### src/rtl/dma_fifo_drain_if.sv
// Memory-bus write channels (address, data, response) between the drain engine and the bus.
interface dma_fifo_drain_if #(
    parameter int DATA_WIDTH = 32,
    parameter int ADDR_WIDTH = 32
);
    logic                  aw_valid;
    logic                  aw_ready;
    logic [ADDR_WIDTH-1:0] aw_addr;
    logic [7:0]            aw_len;
    logic                  w_valid;
    logic                  w_ready;
    logic [DATA_WIDTH-1:0] w_data;
    logic                  w_last;
    logic                  b_valid;
    logic                  b_ready;
    logic [1:0]            bresp;

    modport master (
        output aw_valid, aw_addr, aw_len, w_valid, w_data, w_last, b_ready,
        input  aw_ready, w_ready, b_valid, bresp
    );

    modport slave (
        input  aw_valid, aw_addr, aw_len, w_valid, w_data, w_last, b_ready,
        output aw_ready, w_ready, b_valid, bresp
    );
endinterface

### src/rtl/dma_fifo_drain.sv
// Drains the DMA sync FIFO into address/data/response write bursts of up to
// MAX_BURST beats, tracking destination address and remaining word count.
module dma_fifo_drain #(
    parameter int DATA_WIDTH = 32,
    parameter int ADDR_WIDTH = 32,
    parameter int LEN_WIDTH  = 16,
    parameter int MAX_BURST  = 16
) (
    input  logic                  clk,
    input  logic                  rst_n,
    input  logic                  start,
    input  logic [ADDR_WIDTH-1:0] dst_addr,
    input  logic [LEN_WIDTH-1:0]  xfer_len,
    output logic                  busy,
    output logic                  done,
    output logic                  err,
    input  logic                  fifo_empty,
    output logic                  fifo_rd_en,
    input  logic [DATA_WIDTH-1:0] fifo_rdata,
    dma_fifo_drain_if.master      bus
);
    localparam int BYTES = DATA_WIDTH / 8;

    typedef enum logic [2:0] {IDLE, ADDR, DATA, RESP, DONE} state_t;

    state_t                state_reg;
    logic [ADDR_WIDTH-1:0] addr_reg;
    logic [LEN_WIDTH-1:0]  remaining_reg;
    logic [8:0]            beats_reg;
    logic [8:0]            popped_reg;
    logic [8:0]            sent_reg;
    logic [1:0]            occ_reg;
    logic                  pend_reg;
    logic                  rd_ptr_reg;
    logic                  wr_ptr_reg;
    logic [DATA_WIDTH-1:0] skid_mem [2];
    logic                  busy_reg;
    logic                  done_reg;
    logic                  err_reg;
    logic                  aw_valid_reg;
    logic [ADDR_WIDTH-1:0] aw_addr_reg;
    logic [7:0]            aw_len_reg;

    logic                  w_valid_next;
    logic                  w_last_next;
    logic [DATA_WIDTH-1:0] w_data_next;
    logic                  w_fire;
    logic                  push;
    logic                  pop_buf;
    logic                  rd_en_next;
    logic [LEN_WIDTH-1:0]  rem_after;
    logic [ADDR_WIDTH-1:0] addr_after;
    logic [8:0]            next_beats;

    function automatic logic [8:0] burst_beats(input logic [LEN_WIDTH-1:0] rem);
        if (rem > LEN_WIDTH'(MAX_BURST))
            return 9'(MAX_BURST);
        return 9'(rem);
    endfunction

    // A word popped last cycle is on fifo_rdata now; with an empty buffer it
    // goes straight to the W channel, otherwise it is parked behind the oldest.
    always_comb begin
        w_valid_next = (state_reg == DATA) && ((occ_reg != 2'd0) || pend_reg);
        w_data_next  = '0;
        if (w_valid_next)
            w_data_next = (occ_reg != 2'd0) ? skid_mem[rd_ptr_reg] : fifo_rdata;
        w_last_next  = w_valid_next && (sent_reg == beats_reg - 9'd1);
        w_fire       = w_valid_next && bus.w_ready;
        pop_buf      = w_fire && (occ_reg != 2'd0);
        push         = pend_reg && !(w_fire && (occ_reg == 2'd0));
        rd_en_next   = (state_reg == DATA) && !fifo_empty && (popped_reg < beats_reg)
                       && (({1'b0, occ_reg} + {2'b00, pend_reg}) < 3'd2);
        rem_after    = remaining_reg - LEN_WIDTH'(beats_reg);
        addr_after   = addr_reg + ADDR_WIDTH'(beats_reg) * ADDR_WIDTH'(BYTES);
        next_beats   = burst_beats(rem_after);
    end

    always_ff @(posedge clk) begin
        if (push)
            skid_mem[wr_ptr_reg] <= fifo_rdata;
    end

    always_ff @(posedge clk or negedge rst_n) begin
        if (!rst_n) begin
            state_reg     <= IDLE;
            addr_reg      <= '0;
            remaining_reg <= '0;
            beats_reg     <= '0;
            popped_reg    <= '0;
            sent_reg      <= '0;
            occ_reg       <= '0;
            pend_reg      <= 1'b0;
            rd_ptr_reg    <= 1'b0;
            wr_ptr_reg    <= 1'b0;
            busy_reg      <= 1'b0;
            done_reg      <= 1'b0;
            err_reg       <= 1'b0;
            aw_valid_reg  <= 1'b0;
            aw_addr_reg   <= '0;
            aw_len_reg    <= '0;
        end else begin
            pend_reg <= rd_en_next;
            occ_reg  <= occ_reg + {1'b0, push} - {1'b0, pop_buf};
            if (rd_en_next)
                popped_reg <= popped_reg + 9'd1;
            if (w_fire)
                sent_reg <= sent_reg + 9'd1;
            if (push)
                wr_ptr_reg <= ~wr_ptr_reg;
            if (pop_buf)
                rd_ptr_reg <= ~rd_ptr_reg;

            case (state_reg)
                IDLE: begin
                    if (start) begin
                        err_reg  <= 1'b0;
                        busy_reg <= 1'b1;
                        if (xfer_len != '0) begin
                            addr_reg      <= dst_addr;
                            remaining_reg <= xfer_len;
                            beats_reg     <= burst_beats(xfer_len);
                            aw_valid_reg  <= 1'b1;
                            aw_addr_reg   <= dst_addr;
                            aw_len_reg    <= 8'(burst_beats(xfer_len) - 9'd1);
                            state_reg     <= ADDR;
                        end else begin
                            state_reg <= DONE;
                        end
                    end
                end
                ADDR: begin
                    if (bus.aw_ready) begin
                        aw_valid_reg <= 1'b0;
                        popped_reg   <= '0;
                        sent_reg     <= '0;
                        state_reg    <= DATA;
                    end
                end
                DATA: begin
                    if (w_fire && w_last_next)
                        state_reg <= RESP;
                end
                RESP: begin
                    if (bus.b_valid) begin
                        if (bus.bresp != 2'b00)
                            err_reg <= 1'b1;
                        addr_reg      <= addr_after;
                        remaining_reg <= rem_after;
                        if (rem_after != '0) begin
                            beats_reg    <= next_beats;
                            aw_valid_reg <= 1'b1;
                            aw_addr_reg  <= addr_after;
                            aw_len_reg   <= 8'(next_beats - 9'd1);
                            state_reg    <= ADDR;
                        end else begin
                            busy_reg  <= 1'b0;
                            done_reg  <= 1'b1;
                            state_reg <= DONE;
                        end
                    end
                end
                DONE: begin
                    // Zero-length requests arrive here with done still low.
                    if (done_reg) begin
                        done_reg  <= 1'b0;
                        state_reg <= IDLE;
                    end else begin
                        done_reg <= 1'b1;
                        busy_reg <= 1'b0;
                    end
                end
                default: state_reg <= IDLE;
            endcase
        end
    end

    assign busy         = busy_reg;
    assign done         = done_reg;
    assign err          = err_reg;
    assign fifo_rd_en   = rd_en_next;
    assign bus.aw_valid = aw_valid_reg;
    assign bus.aw_addr  = aw_addr_reg;
    assign bus.aw_len   = aw_len_reg;
    assign bus.w_valid  = w_valid_next;
    assign bus.w_data   = w_data_next;
    assign bus.w_last   = w_last_next;
    assign bus.b_ready  = (state_reg == RESP);
endmodule

### src/flat_wrapper.sv
// flat-port wrapper written by rule: the top's interface ports become plain ports
module dma_fifo_drain_flat 
#(
    parameter int DATA_WIDTH = 32,
    parameter int ADDR_WIDTH = 32,
    parameter int LEN_WIDTH  = 16,
    parameter int MAX_BURST  = 16
)
  (clk, rst_n, start, dst_addr, xfer_len, busy, done, err, fifo_empty, fifo_rd_en, fifo_rdata, bus_aw_valid, bus_aw_addr, bus_aw_len, bus_w_valid, bus_w_data, bus_w_last, bus_b_ready, bus_aw_ready, bus_w_ready, bus_b_valid, bus_bresp);
  dma_fifo_drain_if #(.DATA_WIDTH(DATA_WIDTH), .ADDR_WIDTH(ADDR_WIDTH)) bus_i ();
  input  logic clk;
  input  logic rst_n;
  input  logic start;
  input  logic [ADDR_WIDTH-1:0] dst_addr;
  input  logic [LEN_WIDTH-1:0] xfer_len;
  output logic busy;
  output logic done;
  output logic err;
  input  logic fifo_empty;
  output logic fifo_rd_en;
  input  logic [DATA_WIDTH-1:0] fifo_rdata;
  output wire logic [$bits(bus_i.aw_valid)-1:0] bus_aw_valid;
  output wire logic [$bits(bus_i.aw_addr)-1:0] bus_aw_addr;
  output wire logic [$bits(bus_i.aw_len)-1:0] bus_aw_len;
  output wire logic [$bits(bus_i.w_valid)-1:0] bus_w_valid;
  output wire logic [$bits(bus_i.w_data)-1:0] bus_w_data;
  output wire logic [$bits(bus_i.w_last)-1:0] bus_w_last;
  output wire logic [$bits(bus_i.b_ready)-1:0] bus_b_ready;
  input wire logic [$bits(bus_i.aw_ready)-1:0] bus_aw_ready;
  input wire logic [$bits(bus_i.w_ready)-1:0] bus_w_ready;
  input wire logic [$bits(bus_i.b_valid)-1:0] bus_b_valid;
  input wire logic [$bits(bus_i.bresp)-1:0] bus_bresp;
  assign bus_aw_valid = bus_i.aw_valid;
  assign bus_aw_addr = bus_i.aw_addr;
  assign bus_aw_len = bus_i.aw_len;
  assign bus_w_valid = bus_i.w_valid;
  assign bus_w_data = bus_i.w_data;
  assign bus_w_last = bus_i.w_last;
  assign bus_b_ready = bus_i.b_ready;
  assign bus_i.aw_ready = bus_aw_ready;
  assign bus_i.w_ready = bus_w_ready;
  assign bus_i.b_valid = bus_b_valid;
  assign bus_i.bresp = bus_bresp;
  dma_fifo_drain #(.DATA_WIDTH(DATA_WIDTH), .ADDR_WIDTH(ADDR_WIDTH), .LEN_WIDTH(LEN_WIDTH), .MAX_BURST(MAX_BURST)) u_core (.clk(clk), .rst_n(rst_n), .start(start), .dst_addr(dst_addr), .xfer_len(xfer_len), .busy(busy), .done(done), .err(err), .fifo_empty(fifo_empty), .fifo_rd_en(fifo_rd_en), .fifo_rdata(fifo_rdata), .bus(bus_i));
endmodule
### config.mk
export PLATFORM = sky130hd
export DESIGN_NAME = dma_fifo_drain_flat
export DESIGN_NICKNAME = d
export VERILOG_FILES = /design/src/rtl/dma_fifo_drain_if.sv /design/src/rtl/dma_fifo_drain.sv /design/src/flat_wrapper.sv
export SDC_FILE = /design/constraint.sdc
export NUM_CORES = 1
export LEC_CHECK = 0
export BUFFER_PORTS_ARGS = -buffer_cell sky130_fd_sc_hd__buf_2
export CAP_MARGIN = 25
export CORE_MARGIN = 5
export CORE_UTILIZATION = 41
export DETAILED_ROUTE_END_ITERATION = 16
export GPL_ROUTABILITY_DRIVEN = 0
export SKIP_LAST_GASP = 1
export SLEW_MARGIN = 20
export SYNTH_ARGS = -nofsm -noshare
export SYNTH_HDL_FRONTEND = slang
export SYNTH_SLANG_ARGS = --single-unit
### constraint.sdc
create_clock -name clk -period 3.8 [get_ports clk]
set_clock_uncertainty 0.05 [all_clocks]
set_input_delay 0.57 -clock clk [delete_from_list [all_inputs] [get_ports clk]]
set_output_delay 0.57 -clock clk [all_outputs]
set_load 0.02 [all_outputs]
==> impl_metrics.yaml <==
run_status:
  status: "finished clean"
sta:
  hold_violations: 0
  drv_slew: 0
  whs_ns: 0.09634
  relSlewSlack_pct: 43.93
  fin_ws_ns: 0.1007
  tightest_slew_ns: 0.8411
  min_period_ns: 3.699
  max_freq_mhz: 270.3
  rsz0062_at_grt: "true"
  finalCritPeriodShare_pct: 97.35
  setup-violations-final: 0
hold_path:
  hp-class: "input pin to asynchronous set/reset pin"
routing:
  final_antenna_net_count: 0
  drtPass1Iterations: 5
  drt-vias-per-instance: 5.454
  wl_per_cell_microns: 17.52
  routed_wl_mm: 27.93
  drt_iter0_markers: 466
  num_vias: 8694
  drc: 0
cts:
  cts-hold-fix-buffers: 0
  clockBufferDepth: 2
  numCtsBuffers: 17
  clk_latency_ns: 0.43
  cts_tree: "built"
  clkSlewWorstSetupHoldPaths_ns: 0.07
  post_cts_buffers: 0
  postCtsResizedCells: 0
  root_buffer: "clkbuf_16"
  h-tree-depth: 4
  cts_sinks: 191
synthesis:
  synth_seq_cells: 191
  synth.distinct_cells: 74
  post_synth.cell_area_avg_sq_um: 9.663
  synthTopCellsByArea: "dfrtp_1 (30%), edfxtp_1 (18%), nor2_1 (4.9%)"
  syn_area_sq_um: 10560
  syn_inst: 1093
  synth_edf_count: 64
  synth_top_area_share_pct: 30.09
  synthArstFlopShare_pct: 66.49
  synthFlopType: "dfrtp_1"
  synth_largest_area_cell: "dfrtp_1"
  ys_warn_count: 0
  synth_common_cells: "nor2_1 (138), dfrtp_1 (127), nand2_1 (120)"
  yosysMostFrequentCell: "nor2_1"
  synth_seq_area_share_pct: 48.29
  synth_nets: 1216
placed_design:
  placed_cell_area_sq_um: 11820
  dpl.hpwl_mm: 20.36
  io_buffers: 168
  place_ws_ns: 0.1663
power_and_ir_drop:
  p_leak_nw: 5.429
  peakVddDrop_mv: 0.3842
  power_mw: 9.881
  seqPwrFrac_pct: 33.1
  clockPowerShare_pct: 17.9
  netSwitchingPower_mw: 4.410
  powerDensity_nw_per_um2: 795.6
  p_sw_share_pct: 44.63
  intPower_mw: 5.471
  share_comb_of_total_power_pct: 49.0
critical_path:
  required_ns: 4.06
  worstReg2RegStart: "u_core.beats_reg[7]$_DFFE_PN0P_"
  crit_type: "flop to flop"
  ff2ff_setup_slack_ns: 0.10
  crit_start: "u_core.beats_reg[7]$_DFFE_PN0P_"
  critPathMaxFanout: 8
  cp-start-kind: "flop"
  crit_arrival_ns: 3.96
  crit_path_end_kind: "flop"
global_routing:
  grt.total_usage_pct: 19.18
  grt_pass1_wl_mm: 44.80
  grt_max_degree: 83
  antenna_found_initial: 2
  overflow: 0
  grt_pass1_vias: 8352
final_layout:
  drive_above_1_share_pct: 20.59
  design_area_sq_um: 12420
  area_delta_synth_final_pct: 17.59
  nets: 1373
  final_util_pct: 49.18
  largest_reg_flops: 64
floorplanning:
  rows: 58
  core_area_sq_um: 25250
  die-height_microns: 170.5
  die_w_microns: 170.5
  die_area_sq_um: 29070
  pin_count: 169
  initial_core_util_pct: 41.82
run:
  maxCapViolCount: 0
## logic make-up (layout without fill, tap and decap cells)
logic type / Yosys count / in the layout / share of synthesized area, %
buffers and inverters: 96 / 266 / 3.696
XOR/XNOR: 55 / 55 / 4.561
other: 0 / 1 / 0
AO/OA/AOI/OAI: 294 / 294 / 18.41
adder cells (fa/ha/maj): 34 / 34 / 4.170
AND/OR/NAND/NOR: 371 / 371 / 15.82
multiplexers: 52 / 52 / 5.059
flip-flops: 191 / 191 / 48.29
## metrics by stage
stage               instances  TNS (ns)
CTS                      1593         0
global route             1594   -0.6851
floorplan                1093         0
global placement         1561         0
detailed placement       1561         0
finish                   1594         0
## layout by cell type, fill, tap and decap left out, types with 22 or more instances in the layout
| cell type | netlist | routed |
|---|---|---|
| buf_2 | 5 | 167 |
| xnor2_1 | 30 | 30 |
| xor2_1 | 25 | 25 |
| inv_1 | 38 | 38 |
| o21ai_0 | 54 | 54 |
| nand2_1 | 120 | 120 |
| ha_1 | 32 | 29 |
| buf_4 | 6 | 25 |
| edfxtp_1 | 64 | 64 |
| o31ai_1 | 22 | 22 |
| a21oi_1 | 58 | 57 |
| o21ai_1 | 26 | 25 |
| a211oi_1 | 44 | 44 |
| nor2_1 | 138 | 138 |
| mux2i_1 | 41 | 41 |
| dfrtp_1 | 127 | 126 |
## path summary, 6_finish.rpt
| kind | end | depth (start not counted) |
|---|---|---|
| setup / recovery | u_core.bus.aw_len[4]$_DFFE_PN0P_ | 13 |
| hold / removal | u_core.bus.aw_len[1]$_DFFE_PN0P_ | 1 |
| setup reg to reg | u_core.bus.aw_len[4]$_DFFE_PN0P_ | 13 |
| hold reg to reg | u_core.bus.aw_addr[28]$_DFFE_PN0P_ | 2 |
| max in group asynchronous | u_core.bus.aw_addr[10]$_DFFE_PN0P_ | 2 |
| min in group clk | u_core.skid_mem[1][4]$_DFFE_PP_ | 1 |
## layout make-up
cell class / count / area (sq um)
Multi-Input combinational cell: 806 / 5100
Tap cell: 330 / 412.9
Clock inverter: 13 / 148.9
Sequential cell: 191 / 5101
Clock buffer: 19 / 432.9
Antenna cell: 1 / 2.502
Timing Repair Buffer: 195 / 1075
Inverter: 39 / 146.4
Fill cell: 2417 / 12830
## critical path, cell delays in order, from the launching register on
cell and delay (ns):
dfrtp_1 0.47, inv_1 0.17, ha_2 0.42, nand3_1 0.17, nor2b_1 0.23, o31ai_2 0.18, a2111oi_1 0.45, o21ai_1 0.20
a2111o_1 0.48, a2bb2oi_1 0.17, ha_1 0.26, o2111ai_2 0.11, xor2_1 0.17, o21ai_1 0.07
## power groups by stage
stage / Sequential [mW] / Combinational (mW) / Clock (mW)
6_report: 3.27 / 4.84 / 1.77
5_1_grt: 3.36 / 5.40 / 1.90
4_1_cts: 3.26 / 4.86 / 1.82
3_5_place_dp: 3.30 / 4.84 / 0
3_3_place_gp: 3.29 / 4.77 / 0
2_1_floorplan: 3.34 / 3.35 / 0
## metal layers
layer	up-vias	part of all wire [%]	GRT usage (%)
li1	4266	-	-
met1	4154	46	27.07
met2	247	46	30.19
met3	25	6.2	4.136
met4	2	1.4	5.069
met5	-	0.025	0
Note: power is estimated with default switching activity, not from simulation.
